File: src/rtl/addr4u_pkg.sv
// Shared widths, S1 operand bundle and mod-3 helper for the addr4u pipe.
// Imported by addr4u_core and addr4u_pipe.
package addr4u_pkg;

  localparam int OPW     = 4;
  localparam int SUMW    = 5;
  localparam int ERRCNTW = 8;
  localparam int TXNCNTW = 16;

  typedef struct packed {
    logic [OPW-1:0] a;
    logic [OPW-1:0] b;
  } s1_t;

  function automatic logic [1:0] mod3(input logic [SUMW-1:0] v);
    return 2'(v % SUMW'(3));
  endfunction

endpackage

File: src/rtl/addr4u_core.sv
// Combinational 4-bit unsigned adder; any port-compatible variant may replace it.
// Ports: A[3:0], B[3:0] operands; O[4:0] sum with carry in bit 4.
module addr4u_core
  import addr4u_pkg::*;
(
  input  logic [OPW-1:0]  A,
  input  logic [OPW-1:0]  B,
  output logic [SUMW-1:0] O
);

  assign O = {1'b0, A} + {1'b0, B};

endmodule

File: src/rtl/addr4u_pipe.sv
// Two-stage valid/ready pipe around addr4u_core with result/error counters.
// Ports: clk, rst (sync, active-high); in_valid/in_ready/in_a/in_b upstream;
// out_valid/out_ready/out_sum/out_err downstream; err_cnt, txn_cnt counters.
// Macro ADDR4U_RESCHK_EN adds a mod-3 residue check driving out_err/err_cnt.
module addr4u_pipe
  import addr4u_pkg::*;
(
  input  logic               clk,
  input  logic               rst,
  input  logic               in_valid,
  output logic               in_ready,
  input  logic [OPW-1:0]     in_a,
  input  logic [OPW-1:0]     in_b,
  output logic               out_valid,
  input  logic               out_ready,
  output logic [SUMW-1:0]    out_sum,
  output logic               out_err,
  output logic [ERRCNTW-1:0] err_cnt,
  output logic [TXNCNTW-1:0] txn_cnt
);

  logic               s1_vld_q, s1_vld_d;
  s1_t                s1_q, s1_d;
  logic               s2_vld_q, s2_vld_d;
  logic [SUMW-1:0]    sum_q, sum_d;
  logic [TXNCNTW-1:0] txn_q, txn_d;
  logic [SUMW-1:0]    core_sum;
  logic               acc, s2_ld, fire;

  addr4u_core u_core (
    .A (s1_q.a),
    .B (s1_q.b),
    .O (core_sum)
  );

  always_comb begin
    s2_ld    = s1_vld_q & (~s2_vld_q | out_ready);
    fire     = s2_vld_q & out_ready;
    // held low while rst is high so nothing is taken in the reset cycle
    in_ready = ~rst & (~s1_vld_q | s2_ld);
    acc      = in_valid & in_ready;
    s1_vld_d = acc | (s1_vld_q & ~s2_ld);
    s1_d     = s1_q;
    if (acc) begin
      s1_d.a = in_a;
      s1_d.b = in_b;
    end
    s2_vld_d = s2_ld | (s2_vld_q & ~out_ready);
    sum_d    = s2_ld ? core_sum : sum_q;
    txn_d    = txn_q + TXNCNTW'(fire);
  end

  always_ff @(posedge clk) begin
    if (rst) begin
      s1_vld_q <= 1'b0;
      s1_q     <= '0;
      s2_vld_q <= 1'b0;
      sum_q    <= '0;
      txn_q    <= '0;
    end else begin
      s1_vld_q <= s1_vld_d;
      s1_q     <= s1_d;
      s2_vld_q <= s2_vld_d;
      sum_q    <= sum_d;
      txn_q    <= txn_d;
    end
  end

  assign out_valid = s2_vld_q;
  assign out_sum   = sum_q;
  assign txn_cnt   = txn_q;

`ifdef ADDR4U_RESCHK_EN
  logic               err_q, err_d, chk_err;
  logic [ERRCNTW-1:0] errc_q, errc_d;
  logic [1:0]         res_ab;

  always_comb begin
    res_ab  = mod3(SUMW'(mod3(SUMW'(s1_q.a)))
                 + SUMW'(mod3(SUMW'(s1_q.b))));
    chk_err = res_ab != mod3(core_sum);
    err_d   = s2_ld ? chk_err : err_q;
    errc_d  = errc_q;
    if (fire && err_q && errc_q != '1)
      errc_d = errc_q + ERRCNTW'(1);
  end

  always_ff @(posedge clk) begin
    if (rst) begin
      err_q  <= 1'b0;
      errc_q <= '0;
    end else begin
      err_q  <= err_d;
      errc_q <= errc_d;
    end
  end

  assign out_err = err_q;
  assign err_cnt = errc_q;
`else
  assign out_err = 1'b0;
  assign err_cnt = '0;
`endif

endmodule
File: config.mk
export PLATFORM = sky130hd
export DESIGN_NAME = addr4u_pipe
export DESIGN_NICKNAME = d
export VERILOG_FILES = /design/src/rtl/addr4u_pkg.sv /design/src/rtl/addr4u_core.sv /design/src/rtl/addr4u_pipe.sv
export SDC_FILE = /design/constraint.sdc
export NUM_CORES = 1
export LEC_CHECK = 0
export CAP_MARGIN = 20
export CORE_ASPECT_RATIO = 1.25
export CORE_MARGIN = 1
export CORE_UTILIZATION = 47
export CTS_CLUSTER_DIAMETER = 60
export DETAILED_ROUTE_END_ITERATION = 10
export GPL_ROUTABILITY_DRIVEN = 0
export PLACE_DENSITY = 0.79
export SYNTH_ARGS = -nofsm -noshare
export SYNTH_HDL_FRONTEND = slang
export SYNTH_SLANG_ARGS = --single-unit
File: constraint.sdc
create_clock -name clk -period 3.01 [get_ports clk]
set_clock_uncertainty 0.1 [all_clocks]
set_input_delay 0.903 -clock clk [delete_from_list [all_inputs] [get_ports clk]]
set_output_delay 0.903 -clock clk [all_outputs]
set_load 0.005 [all_outputs]
# Word-level counts from Yosys, hierarchy flattened
# Cells that the tools add are included.
op_classes:
  n_addsub: 2
  bitwise: 15
ops:
  columns: ["cell", "n"]
  rows:
  - ["$add A16 B1 Y16", 1]
  - ["$and A1 B1 Y1", 6]
  - ["$add A4 B4 Y5", 1]
  - ["$not A1 Y1", 5]
  - ["$or A1 B1 Y1", 4]
word_totals:
  register_bits: 31
  in_bits: 12
  output_inout_bits: 32
  wordCells: 23

# Longest topological paths before layout
# Gate-level depths: netlist of the first run.
logic_depth:
  ltp_word: 7
  ltp_mapped: 6
  depth_no_buf: 6

# Modules after synthesis
# From an unflattened synthesis of the first run, not the netlist that was laid out.
hier_totals:
  hier_cells: 168
  area_unflattened_um2: 1549.0
by_module_without_submodules:
  columns: ["mod", "n_inst", "cells_each", "area_per_inst_um2", "seq_area_each_um2"]
  rows:
  - ["addr4u_pipe", 1, 152, 1412.6, 620.6]
  - ["addr4u_core", 1, 16, 136.4, 0.0]

# Worst setup path after synthesis of the first run
# Ideal clock, no wire load.
synth_timing:
  kind: "input-to-output"
  from: "input port rst"
  to: "output port in_ready"
  t_arrival_ns: 1.698
  required_time_ns: 2.007
  slack_ns: 0.309
  cell_stages: 5
  path_buffers: 4
  cell_sequence: "buf_2 -> buf_2 -> buf_2 -> buf_2 -> a21oi_1"
synth_via:
  elab_chain_len: 2
synth_lines:
  columns: ["item", "line", "text"]
  rows:
  - ["start: declaration", "addr4u_pipe.sv:9", "input logic rst,"]
  - ["$not A1 Y1", "addr4u_pipe.sv:40", "in_ready = ~rst & (~s1_vld_q | s2_ld);"]
  - ["$and A1 B1 Y1", "addr4u_pipe.sv:40", null]
  - ["end: declaration", "addr4u_pipe.sv:11", "output logic in_ready,"]
# Every way passes these cells.

# Worst setup path in the final report of the first run
layout_timing:
  from: "input port out_ready"
  to: "output port in_ready"
layout_via:
  elab_chain_len: 4
layout_lines:
  columns: ["item", "line", "text"]
  rows:
  - ["start: declaration", "addr4u_pipe.sv:15", "input logic out_ready,"]
  - ["$or A1 B1 Y1", "addr4u_pipe.sv:37", "s2_ld = s1_vld_q & (~s2_vld_q | out_ready);"]
  - ["$and A1 B1 Y1", "addr4u_pipe.sv:37", null]
  - ["$or A1 B1 Y1", "addr4u_pipe.sv:40", null]
  - ["$and A1 B1 Y1", "addr4u_pipe.sv:40", null]
# Every way passes these cells.

==> results of run 1 <==
[synth_stat cells (all sizes together) (2+ instances only)]
master / count / area share [%]
buf: 14 / 5.9
xnor2: 2 / 1.1
inv: 10 / 2.4
or4: 4 / 1.9
a21oi: 15 / 4.8
mux2: 12 / 8.6
o31ai: 4 / 1.9
or3: 3 / 1.3
dfxtp: 31 / 39
xor2: 2 / 1.1
o211ai: 2 / 0.95
ha: 7 / 5.6
nand3: 8 / 2.5
nor4: 4 / 1.6
nand4: 5 / 4.9
nand2: 5 / 1.2
nor2b: 14 / 5.6
o21ai: 6 / 1.9
nor2: 9 / 2.1
[state kept, by name, indices dropped and copies added, names as in the netlist]
name / flops
txn_cnt: 16
s1_vld_q: 1
out_sum: 5
s1_q: 8
out_valid: 1
[tightest hold or removal path, stage by stage, from the launching register on]
cell     delay (ns)
dfxtp_1        0.31
o21ai_0        0.07
a21oi_1        0.06
[logic make-up (layout without fill, tap and decap cells)]
kind of cell / Yosys count / count (layout) / synth area share [%]
other cells: 1 / 9 / 0.238
xor+xnor: 4 / 4 / 2.23
compound gates: 30 / 30 / 11.3
mux: 12 / 12 / 8.59
fa+ha+maj: 8 / 8 / 6.84
buf+inv: 24 / 58 / 8.27
simple gates: 57 / 57 / 23.1
flops: 31 / 31 / 39.5
[power by group through the flow]
stage | logic (uW) | clock network (uW) | registers [uW]
after floorplan | 62.0 | 0 | 442
after global placement | 88.3 | 0 | 444
after detailed placement | 91.3 | 0 | 445
after CTS | 91.9 | 317 | 436
after global routing | 102 | 337 | 437
final | 91.6 | 309 | 436
[layout make-up]
class / count / area share, %
timing repair buffer: 40 / 19.0
multi-input combinational: 120 / 42.1
clock buffer: 7 / 3.77
sequential: 31 / 30.7
clock inverter: 1 / 0.248
tap: 37 / 2.29
inverter: 10 / 1.86
[metal layers]
layer | up-vias | part of all wire (%) | global-route usage (%) | routed length [um]
met1 | 627 | 39 | 17.4 | 1240
met4 | 0 | 1.5 | 11.8 | 48
li1 | 654 | - | - | -
met5 | - | 0 | 0 | 0
met2 | 47 | 55 | 36.6 | 1740
met3 | 5 | 5.2 | 5.71 | 165
[stage by stage]
stage          setup slack (ns)  power [uW]  TNS (ns)  hold slack (ns)
6_report                  0.134         837         0            0.395
5_1_grt                  0.0967         876         0            0.412
4_1_cts                   0.129         845         0            0.390
3_5_place_dp             -0.125         536    -0.146            0.369
3_3_place_gp             -0.120         533    -0.120            0.373
2_1_floorplan             0.309         504         0            0.366
[worst paths after layout]
path	slack [ns]	cells after the start	start	to
hold / removal	0.39	2	out_sum[2]$_SDFFE_PP0P_	out_sum[2]$_SDFFE_PP0P_
setup / recovery	0.13	4	out_ready	in_ready
setup reg to reg	1.10	6	out_valid$_SDFF_PP0_	txn_cnt[14]$_SDFF_PP0_
hold reg to reg	0.39	2	out_sum[2]$_SDFFE_PP0P_	out_sum[2]$_SDFFE_PP0P_
[timing repair]
item                                    4_1_cts  5_1_grt
endpoints found under the setup margin        1        0
resized for setup                             1        0
hold endpoints to repair                      0        0
==> impl_metrics.json, run 1 <==
{
  "vias": 1333,
  "die_x_um": 53.7,
  "cp_slowest_cell": "clkdlybuf4s50_1",
  "slew_viol_final": 0,
  "nFillCells": 272,
  "die_area_um2": 3580,
  "fp.dieH_um": 66.7,
  "cp_data_arrival_time_ns": 1.87,
  "layout.cells.most_common": "clkdlybuf4s50_1",
  "combPwrFrac_pct": 10.9,
  "vias_per_cell": 5.42,
  "critPathTopFamily": "buffers and inverters",
  "final_core_util_pct": 63.3,
  "path_max_fanout": 2,
  "antenna_cells": 0,
  "finalCritPeriodShare_pct": 95.5,
  "cap_violations": 0,
  "synth_edf_count": 0,
  "cts_made_buffers": 5,
  "wl_um": 3190,
  "p_switching_uw": 198,
  "cts_setup_buffers": 0,
  "synth.distinct_cells": 32,
  "multi_input_area_um2": 852,
  "ys_seq_area_share_pct": 39.5,
  "antenna_found_initial": 0,
  "sw_frac_of_total_pct": 23.7,
  "p_int_uw": 639,
  "netlist_area_um2": 1570,
  "worst-setup-path-type": "in -> out",
  "seqPwrFrac_pct": 52.1,
  "dp.cells": 238,
  "fmax_ghz": 0.348,
  "final_area_um2": 2020,
  "overflow": 0,
  "pwr-share-clk_pct": 37.0,
  "row_count": 23,
  "clk_latency_ns": 0.28,
  "grt_pass1_vias": 1302,
  "grt_pass1_wl_um": 4980,
  "rsz0062_at_grt": "false",
  "syn_area_per_cell_um2": 9.42,
  "io_buffers": 34,
  "dp_hpwl_um": 2420,
  "ant_nets": 0,
  "p_per_area_nw_per_um2": 414,
  "clk_pin_slew_ns": 0.06,
  "p_leak_uw": 0.000801,
  "final_cell_mix": "33 x clkdlybuf4s50_1, 31 x dfxtp_1, 15 x a21oi_1, 14 x nor2b_1, 12 x mux2_2",
  "grt_max_degree": 37,
  "grt.total_usage_pct": 19.6,
  "final_cells": 246,
  "ir_worst_vdd_mv": 0.442,
  "max_stage_delay_ns": 0.43,
  "crit_chain": "clkdlybuf4s50_1 -> nor2b_1 -> a21oi_1 -> dlygate4sd2_1",
  "htreeDepth": 2,
  "synth-seq-cells": 31,
  "ctsRootBufferMaster": "clkbuf_8",
  "seq_area_um2": 621,
  "io_pins": 44,
  "layout.nets": 228,
  "final_layout_size_suffix_gt1_share_pct": 13.9,
  "clkSinkCount": 31,
  "clockBufferDepth": 2,
  "coreArea_um2": 3190,
  "setup_viol": 0,
  "cts-hold-fix-buffers": 0,
  "initial_utilization_pct": 49.2,
  "end_kind": "output port",
  "hold_path.class": "reg -> reg",
  "synthArstFlopShare_pct": 0,
  "syn_inst": 167,
  "synth_top_flop_cell": "dfxtp_1",
  "post-route-drc-count": 0,
  "drtIter0Drc": 36,
  "drtPass1Iterations": 4,
  "placed_area_um2": 1940,
  "synth_warnings": 0,
  "min_period_ns": 2.88,
  "hold_viol": 0,
  "crit_buf_inv": 2,
  "required_ns": 2.01,
  "syn_to_final_growth_pct": 28.6,
  "cts_tree": "yes",
  "startpoint_type": "input port",
  "status": "completed",
  "wl_per_cell_um": 13.0
}
Power figures use the tool's default switching activity.
==> run 2: changes to the inputs <==
Settings changed: CORE_UTILIZATION 47 to 55, DONT_BUFFER_PORTS set to 1, PLACE_DENSITY 0.79 to 0.7.
==> run 2 against run 1 <==
Effect of this change: sequential share of layout area up 7.6 points; critical path depth shrank 2; critical path type unchanged; count of clock-buffer cells in the layout increased by 1; critical endpoint unchanged.
==> impl_metrics.json, run 2 (synthesis results as in run 1) <==
{
  "worst-setup-path-type": "in -> out",
  "initial_utilization_pct": 58.1,
  "ctsRootBufferMaster": "clkbuf_4",
  "coreArea_um2": 2710,
  "grt_pass1_vias": 1107,
  "final_cell_mix": "31 x dfxtp_1, 15 x a21oi_1, 14 x nor2b_1, 12 x mux2_2, 10 x inv_1",
  "htreeDepth": 2,
  "r2r_start": "out_valid$_SDFF_PP0_",
  "combPwrFrac_pct": 6.9,
  "vias_per_cell": 5.81,
  "cp_slowest_cell": "nor2b_1",
  "cts_tree": "yes",
  "antenna_cells": 0,
  "final_cells": 203,
  "max_stage_delay_ns": 0.30,
  "startpoint_type": "input port",
  "hold_path.class": "reg -> reg",
  "row_count": 21,
  "fp.dieH_um": 61.8,
  "dp_hpwl_um": 2140,
  "p_leak_uw": 0.000644,
  "post-place-ws_ns": 0.360,
  "dp.cells": 195,
  "largest_register_ff_count": 16,
  "required_ns": 2.01,
  "crit_chain": "nor2b_1 -> a21oi_1",
  "cap_violations": 0,
  "io_pins": 44,
  "final_area_um2": 1620,
  "syn_to_final_growth_pct": 3.10,
  "io_buffers": 0,
  "p_switching_uw": 178,
  "cts-hold-fix-buffers": 0,
  "grt_pass1_wl_um": 4490,
  "clkSinkCount": 31,
  "hold_viol": 0,
  "path_max_fanout": 6,
  "rsz0062_at_grt": "false",
  "reg2regPathDepth": 6,
  "post-route-drc-count": 0,
  "finalCritPeriodShare_pct": 78.5,
  "final.setup.tns_ns": 0,
  "clockBufferDepth": 2,
  "drtPass1Iterations": 4,
  "p_per_area_nw_per_um2": 474,
  "ant_nets": 0,
  "cts_setup_buffers": 0,
  "grt.total_usage_pct": 20.4,
  "pwr-share-clk_pct": 36.3,
  "vias": 1179,
  "crit_end": "in_ready",
  "reg2reg_slack_ns": 0.85,
  "sw_frac_of_total_pct": 23.2,
  "ir_worst_vdd_mv": 0.302,
  "fmax_ghz": 0.423,
  "crit_start": "out_ready",
  "p_int_uw": 589,
  "end_kind": "output port",
  "layout.cells.most_common": "dfxtp_1",
  "cts_resized": 0,
  "overflow": 0,
  "wl_um": 2900,
  "r2r_end": "txn_cnt[14]$_SDFF_PP0_",
  "setup_viol": 0,
  "setup_ws_ns": 0.646,
  "cp_data_arrival_time_ns": 1.36,
  "die_x_um": 49.8,
  "layout.nets": 188,
  "die_area_um2": 3080,
  "grt_max_degree": 38,
  "wl_per_cell_um": 14.3,
  "worst-path-stages": 2,
  "antenna_found_initial": 0,
  "final_layout_size_suffix_gt1_share_pct": 14.2,
  "seqPwrFrac_pct": 56.9,
  "cts_made_buffers": 5,
  "min_period_ns": 2.36,
  "placed_area_um2": 1550,
  "clk_pin_slew_ns": 0.09,
  "clk_latency_ns": 0.34,
  "critPathTopFamily": "simple AND/OR/NAND/NOR gates",
  "drtIter0Drc": 36,
  "status": "completed",
  "crit_buf_inv": 0,
  "slew_viol_final": 0
}
run 2: cell types whose count changed in the layout (fill, tap and decap cells not counted):
cell / previous run / this run
clkdlybuf4s50_1: 33 / 0
buf_4: 6 / 0
clkbuf_4: 0 / 5
clkbuf_8: 5 / 2
clkbuf_1: 2 / 1
clkinv_2: 1 / 0
dlygate4sd2_1: 1 / 0
run 2: power by group through the flow:
stage | clock network, uW | logic, uW | registers [uW]
3_3_place_gp | 0 | 50.9 | 446
2_1_floorplan | 0 | 62.0 | 442
5_1_grt | 312 | 60.9 | 439
4_1_cts | 288 | 53.0 | 437
6_report | 278 | 52.8 | 437
3_5_place_dp | 0 | 52.1 | 446
run 2: stage by stage:
stage	power, uW	hold slack [ns]	util (%)
CTS	777	0.414	59.9
global route	812	0.444	59.9
floorplan	504	0.366	-
finish	768	0.413	59.9
detailed placement	499	0.401	57.4
global placement	497	0.394	57.4
run 2: how the worst min path moves through the flow:
stage / to / start / cells after the start
2_1_floorplan: out_sum[2]$_SDFFE_PP0P_ / out_sum[2]$_SDFFE_PP0P_ / 2
3_3_place_gp: out_sum[2]$_SDFFE_PP0P_ / out_sum[2]$_SDFFE_PP0P_ / 2
3_5_place_dp: out_sum[2]$_SDFFE_PP0P_ / out_sum[2]$_SDFFE_PP0P_ / 2
4_1_cts: out_sum[2]$_SDFFE_PP0P_ / out_sum[2]$_SDFFE_PP0P_ / 2
5_1_grt: out_sum[2]$_SDFFE_PP0P_ / out_sum[2]$_SDFFE_PP0P_ / 2
6_report: out_sum[2]$_SDFFE_PP0P_ / out_sum[2]$_SDFFE_PP0P_ / 2
run 2: area by class of cell:
class	count	area, um^2
sequential	31	621
multi-input combinational	120	852
inverter	10	37.5
tap	34	42.5
clock buffer	8	68.8
fill	250	1080
run 2: per-layer routing:
layer  vias to the layer above  share of wire (%)  global-route usage, %
li1                        574                  -                      -
met1                       552                 37                   17.6
met2                        44                 52                   37.5
met3                         9                7.2                   10.9
met4                         0                3.1                   13.1
met5                         -                  0                      0
